===== src/rtl/sync_timing_decoder.sv =====
// Receive-side sync decoder: measures incoming hsync/vsync periods, locks onto
// the stream and regenerates pixel position for capture and overlay logic.
module sync_timing_decoder #(
  parameter bit HSYNC_POLARITY_IS_POSITIVE = 1'b0,
  parameter bit VSYNC_POLARITY_IS_POSITIVE = 1'b0,
  parameter int H_VISIBLE    = 320,
  parameter int H_SYNC_START = 328,
  parameter int H_TOTAL      = 400,
  parameter int V_VISIBLE    = 480,
  parameter int V_SYNC_START = 490,
  parameter int V_TOTAL      = 525,
  parameter int LOCK_LINES   = 4
) (
  input  logic        clkPixel,
  input  logic        resetN,
  input  logic        hsyncIn,
  input  logic        vsyncIn,
  output logic        locked,
  output logic        videoActive,
  output logic [9:0]  hPos,
  output logic [9:0]  vPos,
  output logic        frameStart,
  output logic        syncError,
  output logic [10:0] lineLength,
  output logic [9:0]  frameLines
);

  // state  | meaning
  // SEARCH | measuring line periods, counting consecutive good ones
  // HLOCK  | line period trusted, confirming lines per frame
  // LOCKED | frame structure confirmed, positions valid
  typedef enum logic [1:0] {SEARCH, HLOCK, LOCKED} stateT;

  localparam logic        H_ASSERT   = HSYNC_POLARITY_IS_POSITIVE;
  localparam logic        V_ASSERT   = VSYNC_POLARITY_IS_POSITIVE;
  localparam logic [10:0] H_TOTAL_W  = 11'(H_TOTAL);
  localparam logic [10:0] H_LAST     = 11'(H_TOTAL - 1);
  localparam logic [10:0] H_LOAD     = 11'(H_SYNC_START + 1);
  localparam logic [10:0] H_VIS_W    = 11'(H_VISIBLE);
  localparam logic [10:0] H_TIMEOUT  = 11'(2 * H_TOTAL);
  localparam logic [9:0]  V_LAST     = 10'(V_TOTAL - 1);
  localparam logic [9:0]  V_LOAD     = 10'(V_SYNC_START);
  localparam logic [9:0]  V_VIS_W    = 10'(V_VISIBLE);
  localparam logic [10:0] V_TOTAL_W  = 11'(V_TOTAL);
  localparam logic [10:0] V_TIMEOUT  = 11'(2 * V_TOTAL);
  localparam logic [7:0]  GOOD_LINES = 8'(LOCK_LINES);

  stateT       state, stateNext;
  logic        hPrev, vPrev;
  logic        hEdge, vEdge;
  logic [10:0] hCount;
  logic [9:0]  vCount;
  logic [10:0] hPeriod;
  logic [10:0] lineCnt;
  logic [7:0]  goodCnt;
  logic        hValid, vSeen;
  logic        periodGood, periodBad, timeout, enterSearch, hWrap;

  assign hEdge      = (hsyncIn == H_ASSERT) && (hPrev != H_ASSERT);
  assign vEdge      = (vsyncIn == V_ASSERT) && (vPrev != V_ASSERT);
  assign periodGood = hEdge && hValid && (hPeriod == H_TOTAL_W);
  assign periodBad  = hEdge && hValid && (hPeriod != H_TOTAL_W);
  assign timeout    = (hPeriod == H_TIMEOUT) || (lineCnt == V_TIMEOUT);
  assign hWrap      = !hEdge && (hCount == H_LAST);

  always_comb begin
    stateNext = state;
    unique case (state)
      SEARCH: if (goodCnt == GOOD_LINES) stateNext = HLOCK;
      HLOCK: begin
        if (periodBad) stateNext = SEARCH;
        else if (vEdge && vSeen) stateNext = (lineCnt == V_TOTAL_W) ? LOCKED : SEARCH;
      end
      LOCKED: if (periodBad || (vEdge && lineCnt != V_TOTAL_W)) stateNext = SEARCH;
      default: stateNext = SEARCH;
    endcase
    if (timeout) stateNext = SEARCH;
  end

  // A timeout while already searching restarts acquisition as well.
  assign enterSearch = (stateNext == SEARCH) && ((state != SEARCH) || timeout);

  always_ff @(posedge clkPixel or negedge resetN) begin
    if (!resetN) begin
      state      <= SEARCH;
      hPrev      <= H_ASSERT;
      vPrev      <= V_ASSERT;
      hCount     <= '0;
      vCount     <= '0;
      hPeriod    <= '0;
      lineCnt    <= '0;
      goodCnt    <= '0;
      hValid     <= 1'b0;
      vSeen      <= 1'b0;
      syncError  <= 1'b0;
      lineLength <= '0;
      frameLines <= '0;
    end else begin
      state     <= stateNext;
      hPrev     <= hsyncIn;
      vPrev     <= vsyncIn;
      syncError <= (state == LOCKED) && (stateNext == SEARCH);

      if (hEdge) hCount <= H_LOAD;
      else if (hCount == H_LAST) hCount <= '0;
      else hCount <= hCount + 11'd1;

      if (vEdge) vCount <= V_LOAD;
      else if (hWrap) vCount <= (vCount == V_LAST) ? 10'd0 : vCount + 10'd1;

      if (hEdge) begin
        hPeriod    <= 11'd1;
        lineLength <= hPeriod;
      end else if (hPeriod != 11'h7FF) begin
        hPeriod <= hPeriod + 11'd1;
      end

      if (vEdge) lineCnt <= '0;
      else if (hEdge && lineCnt != 11'h7FF) lineCnt <= lineCnt + 11'd1;

      if (vEdge && vSeen) frameLines <= (lineCnt > 11'd1023) ? 10'h3FF : lineCnt[9:0];

      if (enterSearch) goodCnt <= '0;
      else if (state == SEARCH && hEdge && hValid)
        goodCnt <= !periodGood ? 8'd0 : (goodCnt == GOOD_LINES) ? goodCnt : goodCnt + 8'd1;

      if (enterSearch) hValid <= 1'b0;
      else if (hEdge) hValid <= 1'b1;

      if (enterSearch) vSeen <= 1'b0;
      else if (vEdge) vSeen <= 1'b1;
    end
  end

  assign locked      = (state == LOCKED);
  assign videoActive = locked && (hCount < H_VIS_W) && (vCount < V_VIS_W);
  assign hPos        = videoActive ? hCount[9:0] : 10'd0;
  assign vPos        = videoActive ? {1'b0, vCount[9:1]} : 10'd0;
  assign frameStart  = locked && (hCount == 11'd0) && (vCount == 10'd0);

endmodule


===== config.mk =====
export PLATFORM = sky130hd
export DESIGN_NAME = sync_timing_decoder
export DESIGN_NICKNAME = d
export VERILOG_FILES = /design/src/rtl/sync_timing_decoder.sv
export SDC_FILE = /design/constraint.sdc
export NUM_CORES = 1
export LEC_CHECK = 0
export ABC_AREA = 1
export CORE_ASPECT_RATIO = 0.9
export CORE_UTILIZATION = 35
export CTS_BUF_LIST = sky130_fd_sc_hd__clkbuf_4
export DETAILED_ROUTE_END_ITERATION = 8
export PLACE_DENSITY = 0.56
export SLEW_MARGIN = 10
export SYNTH_ARGS = -nofsm -noshare
export SYNTH_HDL_FRONTEND = slang
export SYNTH_SLANG_ARGS = --single-unit

===== constraint.sdc =====
create_clock -name clkPixel -period 3.2 [get_ports clkPixel]
set_clock_uncertainty 0.15 [all_clocks]
set_input_delay 0.48 -clock clkPixel [delete_from_list [all_inputs] [get_ports clkPixel]]
set_output_delay 0.48 -clock clkPixel [all_outputs]
set_load 0.02 [all_outputs]

[Word level (Yosys, flattened, before mapping)]
Cells that the tools add are included.
Word-level totals
  word-level logic and storage cells: 97
  bits in registers: 79
Operators by class
  reductions and logical operators: 33
  order comparisons: 3
  bitwise gates (word level): 2
  equal/unequal tests: 14
  mux-type cells: 27
  add/sub/neg operators: 5
Operators by type and width (number)
  $mux 11: 6
  $mux 10: 5
  $add 11x1->11 const B: 3
  $mux 8: 4
  $eq 11x10->1 const B: 2
  $eq 11x9->1 const B: 2
  $ne 11x11->1 const B: 2
  $logic_and 1x1->1: 17
  $reduce_bool 2->1: 7
  $mux 2: 6
  $eq 11x11->1 const B: 1
  $gt 11x10->1 const B: 1
  $logic_not 11->1: 1
  $lt 11x9->1 const B: 1
  $ne 11x10->1 const B: 1
  $ne 11x9->1 const B: 1
  $add 10x1->10 const B: 1
  $eq 10x10->1 const B: 1
  $logic_not 10->1: 1
  $lt 10x9->1 const B: 1
  $mux 9: 1
  $add 8x1->8 const B: 1
  $eq 8x3->1 const B: 1
  $pmux 2 s3: 1
  9 further kinds: 16

[Depth between registers and ports, before layout]
Gate-level depths: netlist (run 1).
  word-level depth: 12
  depth in mapped cells: 13

[Worst setup path before layout (run 1)]
No wires, ideal clock.
  path kind: reg2out
  start point: reg state[0]
  end point: out hPos[7]
  stages on the path, launching flop included: 7
  slack: 0.657 ns
  arrival: 1.913 ns
  buffers on the path: 1
  data required time: 2.570 ns
  cell sequence: dfrtp_1 -> nor2_4 -> inv_2 -> nor4_2 -> inv_2 -> buf_2 -> nor2_1
Between the ends
  longest elaborated chain between the ends: 4
Ends and longest elaborated chain
  start, declared: line 48  | stateT state, stateNext;
  start signal, assigned: line 99  | state <= stateNext;
  $eq 2x2->1: line 135  | assign locked = (state == LOCKED);
  named net locked: line 18  | output logic locked,
  $logic_and 1x1->1 (2 in series): line 136  | assign videoActive = locked && (hCount < H_VIS_W) && (vCount < V_VIS_W);
  named net videoActive: line 19  | output logic videoActive,
  $mux 10: line 137  | assign hPos = videoActive ? hCount[9:0] : 10'd0;
  end, declared: line 20  | output logic [9:0] hPos,
The timed path passes the listed nets, and every way through them passes these cells.

[Worst setup path after layout (run 1)]
  start point: reg state[0]
  end point: out vPos[5]
Between the ends
  longest elaborated chain between the ends: 4
Ends and longest elaborated chain
  $eq 2x2->1: line 135
  $logic_and 1x1->1 (2 in series): line 136
  $mux 9: line 138  | assign vPos = videoActive ? {1'b0, vCount[9:1]} : 10'd0;
  end, declared: line 21  | output logic [9:0] vPos,
No other way between the ends.

==> reports/metrics.csv, run 1 <==
stage,metric,value,unit
timing,fmax,329.8,MHz
detailed_routing,drtPass1Iterations,5,
synthesis,ys_ff_latch,79,
synthesis,ys_seq_area_share,45.63,%
detailed_routing,avgViaCountPerCell,4.895,
timing,drv_slew,0,
worst_setup_path,cp.arrival,2.40,ns
timing,worst_pin_slew,0.7132,ns
synthesis,synth.distinct_cells,44,
clocking,h-tree-depth,3,
global_routing,top_usage_layer,met2,
power_and_ir_drop,combPwrFrac,20.0,%
cells_and_area,fill_cells,1245,
detailed_routing,wl_per_cell,13.50,µm
power_and_ir_drop,switchingPower,761.7,µW
clocking,clk-insertion-delay-late,0.43,ns
synthesis,ys_warn_count,0,
worst_setup_path,start_kind,flip-flop,
detailed_routing,drc,0,
cells_and_area,final_common_cell,nand2_1,
global_routing,met1_usage,23.69,%
timing,final-setup-viol-count,0,
timing,max_slew_margin,52.45,%
die,fp.dieH,107.6,µm
global_routing,grtUsageMet3,3.655,%
cells_and_area,layout.cell_area.non_filler,5181,µm²
worst_setup_path,crit_start,state[0],
power_and_ir_drop,power.internal,1.691,mW
clocking,clockBufferDepth,2,
worst_setup_path,worstSetupEndpointType,primary output,
synthesis,synth_area,4333,µm²
clocking,cts_setup_buffers,0,
die,core_area,12080,µm²
synthesis,syn_inst,546,
timing,setup_tns,0,ns
die,die_w,119.3,µm
status,outcome,completed,
flow_run,cap_viol_max_count,0,
detailed_routing,via_count,3725,
timing,period_share,94.76,%
worst_setup_path,required,2.57,ns
clocking,clock_sinks,79,
detailed_routing,first_iter_violations,208,
power_and_ir_drop,ir_drop,0.2700,mV
clocking,cts-root-buf,clkbuf_4,
synthesis,avgSynthCellArea,7.936,µm²
detailed_routing,antenna_left,0,
power_and_ir_drop,switching_share,31.06,%
cells_and_area,regArea,1977,µm²
global_routing,grt_pass1_vias,3657,
power_and_ir_drop,p_seq_share,48.9,%
cells_and_area,area_growth_syn_to_layout,19.58,%
timing,min_period,3.032,ns
global_routing,grt_overflow,0,
cells_and_area,final_cell_mix,"94 x nand2_1, 79 x dfrtp_1, 75 x nor2_1, 59 x inv_1, 43 x nand3_1",
place,placed_area,4943,µm²
hold_path,worstHoldStart,lineLength[10],
clocking,numCtsBuffers,9,
place,port_buffers,45,
timing,hold_viol_final,0,
global_routing,use_met2,27.49,%
power_and_ir_drop,clkPwrFrac,31.2,%
worst_setup_path,worstPathMaxFanout,17,
worst_setup_path,criticalPathCategory,reg -> out,
die,ioPinCount,49,
cells_and_area,drive_above_1_share,9.817,%
die,fp-row-count,38,
global_routing,grt_start_max_net_pins,55,
global_routing,grt_pass1_wl,17790,µm
detailed_routing,wl,10270,µm
cells_and_area,antenna_cells,0,
cells_and_area,multiInputGateArea,1988,µm²
global_routing,antenna_found_initial,0,
hold_path,hold_path.class,reg -> reg,
die,design.die.area,12830,µm²
clocking,cts.clk_slew.worst_paths,0.14,ns
cells_and_area,nets,611,
power_and_ir_drop,power_density,473.3,nW/µm²
global_routing,grt_use_total,17.46,%
timing,rsz0062_at_grt,no,
worst_setup_path,r2r-start,hPeriod[0],
clocking,cts_tree,yes,
place,dp_hpwl,7421,µm
place,place.gp.congestion,0.8715,
die,initial_core_util,35.88,%
power_and_ir_drop,leakage,2.700,nW
synth_stat cells, drive strengths merged:
master | number | area [µm²]
nand2 | 99 | 384.1
dfrtp | 79 | 1977
nor2 | 79 | 325.3
inv | 76 | 285.3
nand3 | 45 | 242.7
o21ai | 40 | 207.7
a21oi | 20 | 103.9
nor3 | 20 | 116.4
nand4 | 15 | 93.84
ha | 11 | 137.6
xor2 | 11 | 96.34
buf | 10 | 71.31
a2bb2oi | 8 | 70.07
clkbuf | 5 | 18.77
nor4 | 5 | 37.53
nand3b | 3 | 22.52
nor3b | 3 | 22.52
o31ai | 3 | 22.52
or2 | 3 | 18.77
a31oi | 2 | 12.51
o21a | 2 | 15.01
xnor2 | 2 | 17.52
a211oi | 1 | 7.510
a22oi | 1 | 7.510
a32oi | 1 | 8.760
conb | 1 | 3.750
o22ai | 1 | 6.260
final timing paths:
check / end / slack, ns / depth (start not counted)
worst max-delay path: vPos[5] / 0.17 / 6
worst min-delay path: lineLength[10] / 0.36 / 2
worst max register to register: goodCnt[2] / 0.98 / 11
worst min register to register: lineLength[10] / 0.36 / 2
max in group asynchronous: lineCnt[1] / 1.74 / 3
min in group asynchronous: vCount[1] / 0.46 / 2
critical path, stage by stage, from the launching register on:
cell             delay, ns
dfrtp_1               0.45
nor2_4                0.18
inv_2                 0.06
nor4_2                0.34
inv_2                 0.20
nor2_1                0.12
clkdlybuf4s50_1       0.60
state kept, by name, indices dropped and copies added (netlist names):
name and cells:
hValid 1, hCount 11, vPrev 1, hPeriod 11, frameLines 10, hPrev 1, lineCnt 11, state 2
vSeen 1, syncError 1, lineLength 11, vCount 10, goodCnt 8
kinds of logic after synthesis:
group	count (synthesis)	synth area share, %
compound gates	79	10.66
other cells	1	0.08655
flops	79	45.63
buf+inv	91	8.663
fa+ha+maj	11	3.176
xor+xnor	13	2.628
simple gates	272	29.17
power by group through the flow:
stage | Sequential, mW | Combinational [mW] | Clock, mW
final | 1.20 | 0.490 | 0.764
after global routing | 1.22 | 0.554 | 0.836
after CTS | 1.20 | 0.495 | 0.796
after detailed placement | 1.22 | 0.491 | 0
after global placement | 1.22 | 0.484 | 0
after floorplan | 1.24 | 0.284 | 0
layout make-up:
cell class,count,share of cell area (%)
clock buffer,9,1.304
clock inverter,7,2.318
inverter,76,5.506
multi-input combinational,378,38.37
sequential,79,38.16
tap,160,3.864
timing repair buffer,52,10.48
metrics by stage:
step           cells  hold WS (ns)  setup WS (ns)  power, mW  utilization [%]
2_1_floorplan    548       0.03441         0.6575      1.524                -
3_3_place_gp     744        0.3239         0.5516      1.700            40.93
3_5_place_dp     744        0.3279         0.4499      1.708            40.93
4_1_cts          761        0.3168        0.07547      2.490            42.57
5_1_grt          761        0.3197       0.004368      2.610            42.90
6_report         761        0.3554         0.1677      2.452            42.90
per-layer routing:
metal	vias up	wire length, µm
met5	-	0
met1	1748	4957
met4	0	136
met2	90	4788
li1	1878	-
met3	9	390
repair_timing:
| item | 4_1_cts | 5_1_grt |
|---|---|---|
| setup endpoints to repair | 0 | 16 |
| hold endpoints to repair | 52 | 0 |
| gates resized for setup | 0 | 16 |
| hold buffers | 1 | 0 |
Note: power is estimated with default switching activity, not from simulation.
==> inputs of run 2 (changes only) <==
--- a/config.mk
+++ b/config.mk
@@ -10,6 +10,7 @@
 export CORE_UTILIZATION = 35
 export CTS_BUF_LIST = sky130_fd_sc_hd__clkbuf_4
 export DETAILED_ROUTE_END_ITERATION = 8
+export GPL_ROUTABILITY_DRIVEN = 0
 export PLACE_DENSITY = 0.56
 export SLEW_MARGIN = 10
 export SYNTH_ARGS = -nofsm -noshare
==> results of run 2 <==
The final DEF is identical to that of run 1; final timing and power are the same.
